<file path="config.mk">
export PLATFORM = sky130hd
export DESIGN_NAME = step_pulse_scheduler
export DESIGN_NICKNAME = d
export VERILOG_FILES = /design/src/rtl/step_gen_pkg.sv /design/src/rtl/step_interval_timer.sv /design/src/rtl/step_pulse_scheduler.sv
export SDC_FILE = /design/constraint.sdc
export NUM_CORES = 1
export LEC_CHECK = 0
export ABC_AREA = 0
export ABC_CLOCK_PERIOD_IN_PS = 5500
export CAP_MARGIN = 20
export CORE_AREA = 4 4 89 91
export DETAILED_ROUTE_END_ITERATION = 7
export DIE_AREA = 0 0 93 95
export PLACE_DENSITY = 0.65
export SYNTH_ARGS = -nofsm -noshare
export SYNTH_HDL_FRONTEND = slang
export SYNTH_SLANG_ARGS = --single-unit
</file>
<file path="constraint.sdc">
create_clock -name clk -period 5.5 [get_ports clk]
set_input_delay 1.1 -clock clk [delete_from_list [all_inputs] [get_ports clk]]
set_output_delay 1.1 -clock clk [all_outputs]
set_load 0.02 [all_outputs]
</file>
<file path="src/rtl/step_gen_pkg.sv">
// ============================================================================
// Module : step_gen_pkg
// Brief  : Shared FSM state encodings and default widths for the step generator.
// Rev    : 1.0
// ============================================================================
`default_nettype none

package step_gen_pkg;

    localparam int c_CNT_W_DEFAULT  = 16;
    localparam int c_PEND_W_DEFAULT = 8;
    localparam int c_POS_W_DEFAULT  = 32;

    localparam logic [1:0] c_ST_IDLE  = 2'd0;
    localparam logic [1:0] c_ST_SETUP = 2'd1;
    localparam logic [1:0] c_ST_HIGH  = 2'd2;
    localparam logic [1:0] c_ST_LOW   = 2'd3;

endpackage

`default_nettype wire

</file>
<file path="src/rtl/step_interval_timer.sv">
// ============================================================================
// Module : step_interval_timer
// Brief  : Loadable down-counter; a load of 0 behaves as 1, o_done on last cycle.
// Rev    : 1.0
// ============================================================================
`default_nettype none

module step_interval_timer
    import step_gen_pkg::*;
#(
    parameter int CNT_W = c_CNT_W_DEFAULT
) (
    input  logic             clk,
    input  logic             rst,
    input  logic             i_load,
    input  logic [CNT_W-1:0] i_value,
    output logic             o_done
);

    logic [CNT_W-1:0] r_cnt;

    // The count holds the cycles remaining after the current one.
    always_ff @(posedge clk) begin
        if (rst) begin
            r_cnt <= {CNT_W{1'b0}};
        end else if (i_load) begin
            r_cnt <= (i_value == {CNT_W{1'b0}}) ? {CNT_W{1'b0}} : i_value - 1'b1;
        end else if (r_cnt != {CNT_W{1'b0}}) begin
            r_cnt <= r_cnt - 1'b1;
        end
    end

    assign o_done = (r_cnt == {CNT_W{1'b0}});

endmodule

`default_nettype wire

</file>
<file path="src/rtl/step_pulse_scheduler.sv">
// ============================================================================
// Module : step_pulse_scheduler
// Brief  : Queues step requests and emits STEP/DIR with setup/high/low timing.
//          Optional position counter: STEP_GEN_POSITION_EN.
// Rev    : 1.0
// ============================================================================
`default_nettype none

module step_pulse_scheduler
    import step_gen_pkg::*;
#(
    parameter int CNT_W  = c_CNT_W_DEFAULT,
    parameter int PEND_W = c_PEND_W_DEFAULT
`ifdef STEP_GEN_POSITION_EN
    ,
    parameter int POS_W  = c_POS_W_DEFAULT
`endif
) (
    input  logic              clk,
    input  logic              rst,
    input  logic              enable,
    input  logic              step_req,
    input  logic              dir_req,
    input  logic              flush,
    input  logic              clr_overflow,
    input  logic [CNT_W-1:0]  setup_cyc,
    input  logic [CNT_W-1:0]  high_cyc,
    input  logic [CNT_W-1:0]  low_cyc,
    output logic              step_out,
    output logic              dir_out,
    output logic              busy,
    output logic [PEND_W-1:0] pending,
`ifdef STEP_GEN_POSITION_EN
    output logic [POS_W-1:0]  position,
`endif
    output logic              overflow
);

    logic [1:0]        r_state;
    logic              r_step;
    logic              r_dir;
    logic [PEND_W-1:0] r_pending;
    logic              r_ovf;

    logic [1:0]        w_next_state;
    logic              w_load;
    logic [CNT_W-1:0]  w_load_val;
    logic              w_enter_high;
    logic              w_set_dir;
    logic              w_done;
    logic              w_start;
    logic              w_dir_chg;
    logic              w_drop;

    assign w_start   = enable && (r_pending != {PEND_W{1'b0}});
    assign w_dir_chg = (dir_req != r_dir);

    step_interval_timer #(
        .CNT_W (CNT_W)
    ) u_timer (
        .clk     (clk),
        .rst     (rst),
        .i_load  (w_load),
        .i_value (w_load_val),
        .o_done  (w_done)
    );

    always_comb begin
        w_next_state = r_state;
        w_load       = 1'b0;
        w_load_val   = high_cyc;
        w_enter_high = 1'b0;
        w_set_dir    = 1'b0;
        case (r_state)
            c_ST_IDLE, c_ST_LOW: begin
                // IDLE decides every cycle; LOW only on its final cycle.
                if ((r_state == c_ST_IDLE) || w_done) begin
                    if (w_start && w_dir_chg) begin
                        w_next_state = c_ST_SETUP;
                        w_load       = 1'b1;
                        w_load_val   = setup_cyc;
                        w_set_dir    = 1'b1;
                    end else if (w_start) begin
                        w_next_state = c_ST_HIGH;
                        w_load       = 1'b1;
                        w_load_val   = high_cyc;
                        w_enter_high = 1'b1;
                    end else begin
                        w_next_state = c_ST_IDLE;
                    end
                end
            end
            c_ST_SETUP: begin
                if (w_done) begin
                    w_next_state = c_ST_HIGH;
                    w_load       = 1'b1;
                    w_load_val   = high_cyc;
                    w_enter_high = 1'b1;
                end
            end
            c_ST_HIGH: begin
                if (w_done) begin
                    w_next_state = c_ST_LOW;
                    w_load       = 1'b1;
                    w_load_val   = low_cyc;
                end
            end
            default: begin
                w_next_state = c_ST_IDLE;
            end
        endcase
    end

    always_ff @(posedge clk) begin
        if (rst) begin
            r_state <= c_ST_IDLE;
            r_step  <= 1'b0;
            r_dir   <= 1'b0;
        end else begin
            r_state <= w_next_state;
            if (w_set_dir) begin
                r_dir <= dir_req;
            end
            if (w_enter_high) begin
                r_step <= 1'b1;
            end else if ((r_state == c_ST_HIGH) && w_done) begin
                r_step <= 1'b0;
            end
        end
    end

    // Flush wins over both a new request and the decrement of a starting step.
    assign w_drop = step_req && !w_enter_high && (&r_pending) && !flush;

    always_ff @(posedge clk) begin
        if (rst) begin
            r_pending <= {PEND_W{1'b0}};
        end else if (flush) begin
            r_pending <= {PEND_W{1'b0}};
        end else if (step_req && !w_enter_high) begin
            if (!(&r_pending)) begin
                r_pending <= r_pending + 1'b1;
            end
        end else if (!step_req && w_enter_high) begin
            r_pending <= r_pending - 1'b1;
        end
    end

    always_ff @(posedge clk) begin
        if (rst) begin
            r_ovf <= 1'b0;
        end else if (w_drop) begin
            r_ovf <= 1'b1;
        end else if (clr_overflow) begin
            r_ovf <= 1'b0;
        end
    end

`ifdef STEP_GEN_POSITION_EN
    logic [POS_W-1:0] r_pos;

    always_ff @(posedge clk) begin
        if (rst) begin
            r_pos <= {POS_W{1'b0}};
        end else if (w_enter_high) begin
            r_pos <= r_dir ? r_pos + 1'b1 : r_pos - 1'b1;
        end
    end

    assign position = r_pos;
`endif

    assign step_out = r_step;
    assign dir_out  = r_dir;
    assign busy     = (r_state != c_ST_IDLE);
    assign pending  = r_pending;
    assign overflow = r_ovf;

endmodule

`default_nettype wire

</file>
==> metrics.md <==
| Metric | Value |
|---|---|
| Yosys reg bits | 29 |
| Detail Route Antenna Nets | 0 |
| # clock sinks | 29 |
| Worst slew pin tran | 1043 ps |
| Outcome | finished, final reports clean |
| Worst reg-to-reg path cell count | 18 |
| TritonCTS clock tree | done |
| Met2 routed WL | between 3000 and 4000 um |
| Req. time, crit path | roughly 5700 ps |
| Crit path largest cell delay | 500 ps |
| Fin crit share | 0.7942 |
| HP Start | overflow |
| Crit path max-delay family | simple AND/OR/NAND/NOR gates |
| Crit-path cells | inv_1, ha_1, nor4b_1, a41oi_1, buf_4, or4_1, a21oi_1, nand2b_1, ha_1, a21o_1, a21oi_1, o21bai_1, a21oi_1, o21ai_0, xor2_1, nand2_1, xor2_1, nor2_1 |
| Top Metal Used | met4 |
| Synth Flop Type | dfxtp_1 |
| Antenna violations before repair | 0 |
| Worst slew margin | 0.2848 |
| Post-synth top area cell | dfxtp_1 |
| Mapped Cells | 333 |
| Root buffer cell | clkbuf_8 |
| Synthesized area | around 0.0026 mm2 |
| Antenna Cells | 0 |
| Die Y | 95 um |
| Net Count, Synth | 401 |
| Port Buffers | 66 |
| Vias/cell | 5.622 |
| Placed inst area | 0.003366 mm2 |
| WHS Path Cells | 2 |
| Most used cell, CP | a21oi_1 |
| CTS resizes | 0 |
| Critical path depth | 18 |
| Hold buffers post-CTS | 0 |
| Crit path max fanout | 9 |
| Cell area after layout | 0.003452 mm2 |
| Final WL | 7845 um |
| Fin. Hold Viols | 0 |
| RePlAce Congestion | roughly 0.91 |
| Post-synth top area share | 0.2210 |
| Most frequent cells in the layout | clkdlybuf4s50_1, nor2_1, nand2_1 |
| TNS Setup | 0 ps |
| Worst r2r dst | pending[7] |
| Setup Skew | approximately 4.9 ps |
| Fillers | 708 |
| Die Footprint | roughly 0.0088 mm2 |
| Max-slew violation count | 0 |
| RSZ-0062 raised after global routing | no |
| Clk buf depth | 2 |
| CP Data Arrival Time | ~4500 ps |
| DRC viols | 0 |
| Largest cells by area after synthesis | dfxtp_1, xnor2_1, ha_1, nor2_1, nand2_1 |
| Worst Hold Class | reg -> reg |
| Synthesis-to-layout area growth | 31.38% |
| Post-synthesis sequential area ratio | 0.2210 |
| Reg2reg setup slack | roughly 1100 ps |
| Drt first-iter violations | between 90 and 100 |
| Critical path class | reg -> reg |
| Clk Latency, worst-skew pair | roughly 280 ps |
| Met3 Wirelength | 382 um |
| Largest net degree at the start of global routing | 16 |
| Worst path bufs/invs | 2 |
| I/O pins | 67 |
| First-pass GRT wire length | between 10000 and 15000 um |
| Max Freq | 228.9 MHz |
| Synth warn | 0 |
| CP Launch Type | flip-flop |
| Synth cell types | 62 |
| Leakage | between 1 and 1.5 nW |
| Max-cap violations | 0 |
| Post-synth EDFFs | 0 |
| Hold worst-path end | overflow |
| Pwr/cell area | about 470 mW/mm2 |
| Setup Buffers After CTS | 0 |
| DRT Pass-1 Iters | 4 |
| Wire per inst | between 15 and 20 um |
| Row count | 31 |
| WHS | 499.3 ps |
| Commonest non-fill, non-tap cell in the layout | clkdlybuf4s50_1 |
| Setup violators final | 0 |
| Die W | around 93 um |
| CTS clock-pin slew for the worst setup and hold paths | roughly 70 ps |
| GRT Util Overall | 0.1882 |
| Peak VDD IR | between 150 and 200 uV |
| Shortest period the worst path allows | roughly 4400 ps |
| Mapped Avg Cell Area | just under 8 um2 |
| Critical Path Slowest Stage Cell | or4_1 |
| Met1 WL | roughly 3700 um |
| Setup crit end kind | flip-flop |
| Overflow after GRT | 0 |
| Via Count | 2783 |
| H-tree levels | 2 |
| Total CTS buffers | 5 |
| Core Region | between 0.007 and 0.008 mm2 |
| Initial Utilization | 0.3682 |
| Vias in the first global route | between 2000 and 3000 |
| Layout cell share with drive strength beyond 1 | 0.06818 |
| R2r startpoint | u_timer.r_cnt[0] |
| Fraction of registers with async set/reset | 0 |
| NumNets Final | about 460 |
| DP HPWL | ~6300 um |
==> cell usage after synthesis, drive strengths merged (4+ instances only) <==
cell type	n
inv	10
and3	6
nand2b	4
a22oi	6
nor2	35
ha	12
o22ai	13
o21ai	11
a31oi	5
clkbuf	8
nand2	33
xnor2	22
a211oi	4
nor4	8
nand3	19
nor3	10
a21oi	17
xor2	11
nand4	7
buf	4
mux2i	9
dfxtp	29
or4	5
==> layer usage <==
metal / vias to the layer above / track usage
li1: 1379 / -
met1: 1312 / 0.2430
met2: 78 / 0.3173
met3: 14 / 0.03506
met4: 0 / 0.05861
met5: - / 0
==> registers in the layout, indices dropped and copies added, names as in the netlist <==
signal / count
step_out: 1
pending: 8
overflow: 1
u_timer.r_cnt: 16
dir_out: 1
r_state: 2
==> layout make-up <==
type / instances / area [um2] / share of cell area
multi-input cells: 282 / 1948 / 0.5643
inverters: 10 / 37.54 / 0.01087
flip-flops and latches: 29 / 580.6 / 0.1682
well taps: 99 / 123.9 / 0.03588
repair buffers: 68 / 675.6 / 0.1957
clock buffers: 7 / 86.33 / 0.02501
==> worst register-to-register path: cells and delay by family (launching register included) <==
| kind | cells | cell delay, ps |
|---|---|---|
| simple gates | 5 | 1460 |
| flops | 1 | 340 |
| compound gates | 7 | 1280 |
| fa+ha+maj | 2 | 570 |
| buf+inv | 2 | 300 |
| xor+xnor | 2 | 300 |
==> cell families (layout without fill, tap and decap cells) <==
group	count (synthesis)	after routing	synth area share
compound gates	86	86	0.2429
flops	29	29	0.2210
fa+ha+maj	13	13	0.06476
simple gates	141	141	0.2895
buf+inv	22	85	0.03762
mux	9	9	0.03429
xor+xnor	33	33	0.1100
==> how the worst max path moves through the flow <==
stage,from,to,slack (ps)
after floorplan,u_timer.r_cnt[0],pending[7],1540
after global placement,dir_req,pending[7],990
after detailed placement,dir_req,pending[7],890
after CTS,u_timer.r_cnt[0],pending[7],1140
after global routing,u_timer.r_cnt[0],pending[7],630
final,u_timer.r_cnt[0],pending[7],1130
==> stage by stage <==
step | worst slack (ps) | total power [mW] | utilization | instances
2_1_floorplan | 1541 | 1.169 | - | 333
3_3_place_gp | 994.0 | 1.405 | 0.4716 | 488
3_5_place_dp | 888.2 | 1.418 | 0.4716 | 488
4_1_cts | 1139 | 1.609 | 0.4837 | 495
5_1_grt | 630.7 | 1.753 | 0.4837 | 495
6_report | 1132 | 1.612 | 0.4837 | 495
==> report_power, final <==
part / switching, mW / total, mW / internal [mW] / leakage (nW)
logic: 0.656 / 1.11 / 0.452 / 0.991
clock network: 0.0865 / 0.186 / 0.0993 / 0.0443
registers: 0.0560 / 0.319 / 0.263 / 0.238
(Power assumes the default switching activity.)
==> variant 1: new RTL, config.mk and constraints unchanged <==
Register the input `low_cyc` before use. The logic sees it one clock later. The other inputs are not delayed to match.
--- a/src/rtl/step_pulse_scheduler.sv
+++ b/src/rtl/step_pulse_scheduler.sv
@@ -35,6 +35,12 @@
 `endif
     output logic              overflow
 );
+
+    logic [CNT_W-1:0] low_cyc_q;
+
+    always_ff @(posedge clk) begin
+        low_cyc_q <= low_cyc;
+    end
 
     logic [1:0]        r_state;
     logic              r_step;
@@ -102,7 +108,7 @@
                 if (w_done) begin
                     w_next_state = c_ST_LOW;
                     w_load       = 1'b1;
-                    w_load_val   = low_cyc;
+                    w_load_val   = low_cyc_q;
                 end
             end
             default: begin
Function: changed (a bounded check fails within 10 cycles, from zero or initial values and one cycle with rst high).
==> variant 1 against the unedited design <==
  * Sequential cell count rose by 16
  * First-iteration DRC count is 150% higher
  * Final area grew 18%
  * Combinational power up 16%
  * Area after synthesis is 24% higher
  * Die area is the same
  * Synthesized cell count is 17% higher
  * Setup slack gained 0.30 ns
  * Global-route usage up 1.4 points
  * Wire length increased by 13%
  * Critical endpoint unchanged
  * Total power up 21%
==> variant 1: results (changes against the unedited design) <==
| Metric | Value |
|---|---|
| Via density | 5.62 (about the same) |
| First-pass GRT wire length | 14400 um (+9.1%) |
| Clock Skew | 0.00711 ns (+0.00218 ns) |
| Relative slew margins | 43.0% (+14 points) |
| GRT Overall Usage | 20.2% (+1.4 points) |
| Seq/Total Area, Yosys | 27.6% (+5.5 points) |
| Reg2reg setup slack | 1.43 ns (+0.30 ns) |
| DPL Wire Length | 6890 um (+9.2%) |
| Gpl congestion | 0.895 (-1.6%) |
| Synth Instances | 390 (+17%) |
| Worst hold start | step_out |
| Seq power | 0.450 mW (+41%) |
| Met1 global-route usage | 26.3% (+2.0 points) |
| Syn nets | 458 (+14%) |
| Lkg Pwr | 1.56 nW (+23%) |
| Arrival @ worst endpoint | 4.25 ns (-0.29 ns) |
| Grt met3 use | 2.71% (-0.80 points) |
| CTS clock-pin slew for the worst setup and hold paths | 0.09 ns (+0.02 ns) |
| Status | complete, no violations |
| CP max-delay cell | or4b_2 |
| DP Area | 3980 sq um (+18%) |
| Reg2reg path depth | 17 (-1) |
| Clock network fraction of design power | 10.7% (-0.8 points) |
| Vias | 3064 (+10%) |
| Critical Path Fanout Max | 17 (+8) |
| Routed WL | 8860 um (+13%) |
| Peak supply drop | 0.000183 V (+19%) |
| Post-place setup slack | 1.28 ns (+0.393 ns) |
| Drt initial violations | 236 (+150%) |
| NumNets Final | 514 (+11%) |
| Met2 Usage GRT | 34.3% (+2.6 points) |
| Dpl cells | 538 (+10%) |
| Hold slack | 0.505 ns (+0.00529 ns) |
| Layout cells sized above 1 | 8.30% (+1.5 points) |
[variant 1: cell count changes in the layout (fill, tap and decap cells not counted), sizes merged, moves of 6 or more]
cell	change
dfxtp	+16
mux2i	+10
a211oi	+9
inv	+8
o211a	+8
o41ai	+8
nand2	+7
nand3	-7
nor2	-6
xnor2	-6
[variant 1: area by class of cell]
cell class	count	area [sq um]	share of cell area, %
Inverter	18	67.6	1.66
Tap cell	99	124	3.04
Multi-Input combinational cell	304	2190	53.7
Sequential cell	45	901	22.1
Clock buffer	7	86.3	2.12
Timing Repair Buffer	72	706	17.3
[variant 1: layer usage]
layer / up-vias / wire, um / share of wire (%)
li1: 1555 / - / -
met1: 1422 / 4080 / 46
met2: 72 / 4230 / 48
met3: 15 / 380 / 4.3
met4: 0 / 166 / 1.9
met5: - / 0 / 0
[variant 1: logic make-up (layout without fill, tap and decap cells)]
family,count (synthesis),in the layout,synth area share [%]
mux,22,22,6.87
simple gates,126,126,19.7
xor+xnor,30,30,8.06
buf+inv,41,97,5.30
flops,45,45,27.6
compound gates,113,113,27.3
fa+ha+maj,13,13,5.22
[variant 1: critical path, delay by kind of cell, from the launching register on]
kind	cells	cell delay, ns
AND/OR/NAND/NOR	5	1.27
multiplexers	1	0.19
AO/OA/AOI/OAI	6	1.07
adder cells (fa/ha/maj)	2	0.53
buffers and inverters	2	0.40
flip-flops	1	0.35
XOR/XNOR	1	0.15
[variant 1: worst max-delay path by stage]
stage	to	slack (ns)	cells past startpoint
2_1_floorplan	pending[7]	1.61	17
3_3_place_gp	u_timer.r_cnt[15]	1.36	10
3_5_place_dp	u_timer.r_cnt[15]	1.28	10
4_1_cts	pending[7]	1.43	17
5_1_grt	pending[7]	1.14	17
6_report	pending[7]	1.43	17
==> variant 2: new RTL, same flow settings <==
Without the edit above. Set the package constant `c_PEND_W_DEFAULT` to 12 (it was 8).
--- a/src/rtl/step_gen_pkg.sv
+++ b/src/rtl/step_gen_pkg.sv
@@ -8,7 +8,7 @@
 package step_gen_pkg;
 
     localparam int c_CNT_W_DEFAULT  = 16;
-    localparam int c_PEND_W_DEFAULT = 8;
+    localparam int c_PEND_W_DEFAULT = 12;
     localparam int c_POS_W_DEFAULT  = 32;
 
     localparam logic [1:0] c_ST_IDLE  = 2'd0;
Interface: changed (resized pending); port bits go from 67 to 71. No check against the original RTL was run, so the function may have changed too.
==> variant 2 against the unedited design <==
  * Die area stayed put
  * Critical path type is now input pin to flop
  * Setup slack got worse by 0.14 ns
  * Combinational power grew 15%
  * Final area grew 16%
  * Register-to-register slack improved by 0.19 ns
  * Wire length increased by 17%
  * Area after synthesis grew 21%
  * Synthesized cell count rose by 24%
  * Largest power group unchanged
  * Sequential cell count grew 4
  * Count of clock-buffer cells in the layout did not move
  * Total power grew 14%
  * Utilization rose by 7.5 points
  * Global-route usage is 1.8 points higher
  * Hold slack better by 0.0011 ns
==> variant 2: results (changes against the unedited design) <==
| Metric | Value |
|---|---|
| DPL Wire Length | 7220 um (+14%) |
| Gpl congestion | 0.920 (+1.3%) |
| First-pass GRT wire length | 14800 um (+12%) |
| Largest net degree at the start of global routing | 51 (+35) |
| Worst hold start | step_out |
| Lkg Pwr | 1.50 nW (+18%) |
| Initial antenna violation count | 0 (unchanged) |
| CP startpoint | enable |
| Relative slew margins | 45.0% (+17 points) |
| Multiplexer share of the synthesized area | 9.59% (+6.2 points) |
| Peak supply drop | 0.000358 V (+130%) |
| DR pass1 iterations | 4 (unchanged) |
| Synth Area in Compound Gates | 18.9% (-5.4 points) |
| CTS Buffer Depth | 2 (unchanged) |
| Xor and xnor area share after synthesis | 9.94% (-1.1 points) |
| Detailed-route wire length per cell | 16.1 um (+1.6%) |
| Clock Skew | 0.00703 ns (+0.00210 ns) |
| Synth cell types | 56 (-9.7%) |
| Area delta synth->final | 25.8% |
| Seq/Total Area, Yosys | 20.8% (-1.3 points) |
| DP Area | 3890 sq um (+16%) |
| Critical Path Fanout Max | 12 (+3) |
| GRT Overall Usage | 20.6% (+1.8 points) |
| Vias in the first global route | 3029 (+12%) |
| IO buf count | 70 (+6.1%) |
| NumNets Final | 545 (+17%) |
| Synth top cells by count | 51 x nor2_1, 41 x nand2_1, 33 x dfxtp_1, 27 x mux2i_1, 20 x xnor2_1 |
| Layout cells sized above 1 | 5.51% (-1.3 points) |
| Syn nets | 486 (+21%) |
| Main area contributors after synthesis | dfxtp_1 21%, mux2i_1 8.5%, ha_1 6.7%, nor2_1 6.0%, xnor2_1 5.5% |
| Worst Hold Class | flop to flop |
| Synth Area in Adders | 7.34% (+0.86 points) |
| Psw | 0.912 mW (+14%) |
| Drt initial violations | 147 (+55%) |
| Via density | 5.64 (+0.33%) |
| Status | complete, no violations |
| N_diodes | 0 (unchanged) |
| Filler Cell Count | 695 (-1.8%) |
[variant 2: power by group through the flow]
stage / logic (mW) / clock network, mW / registers [mW]
CTS: 1.27 / 0.194 / 0.367
finish: 1.28 / 0.188 / 0.367
detailed placement: 1.27 / 0 / 0.371
global route: 1.41 / 0.205 / 0.375
floorplan: 0.962 / 0 / 0.372
global placement: 1.27 / 0 / 0.370
[variant 2: layer usage]
layer	vias up	part of all wire, %	global-route usage [%]
li1	1640	-	-
met5	-	0	0
met4	0	0.86	5.13
met2	78	46	31.8
met1	1496	48	29.9
met3	7	5.2	3.43
[variant 2: final cells by class]
type | count | share of cell area [%]
Clock buffer | 7 | 2.16
Timing Repair Buffer | 74 | 18.3
Multi-Input combinational cell | 346 | 58.7
Inverter | 12 | 1.13
Sequential cell | 33 | 16.6
Tap cell | 99 | 3.11
[variant 2: cell families (layout without fill, tap and decap cells)]
| logic type | Yosys count | after routing |
|---|---|---|
| buf+inv | 34 | 93 |
| simple gates | 176 | 176 |
| xor+xnor | 36 | 36 |
| flops | 33 | 33 |
| compound gates | 86 | 86 |
| fa+ha+maj | 18 | 18 |
| mux | 30 | 30 |
[variant 2: worst paths after layout]
check | end | slack, ns | cells after the start
min | step_out | 0.50 | 2
max reg2reg | pending[10] | 1.32 | 18
min reg2reg | step_out | 0.50 | 2
max | pending[10] | 0.99 | 17
[variant 2: metrics by stage]
| stage | worst slack, ns | hold slack [ns] | total power [mW] | std cells |
|---|---|---|---|---|
| 2_1_floorplan | 1.80 | 0.494 | 1.33 | 413 |
| 3_3_place_gp | 0.790 | 0.470 | 1.64 | 563 |
| 3_5_place_dp | 0.685 | 0.481 | 1.64 | 563 |
| 4_1_cts | 0.965 | 0.498 | 1.83 | 570 |
| 5_1_grt | 0.568 | 0.527 | 1.99 | 571 |
| 6_report | 0.988 | 0.500 | 1.83 | 571 |
[variant 2: critical path, stage by stage]
cell and delay (ns):
clkdlybuf4s50_1 0.49, inv_1 0.05, a31oi_1 0.44, o2111ai_1 0.20
nand2_1 0.09, nand2_1 0.09, nand2_1 0.41, ha_1 0.36
a21oi_1 0.18, nor2_1 0.05, nor2_1 0.16, o21bai_1 0.08
a21oi_1 0.24, o21ai_0 0.21, and3_1 0.21, o31ai_1 0.23
a21oi_1 0.09
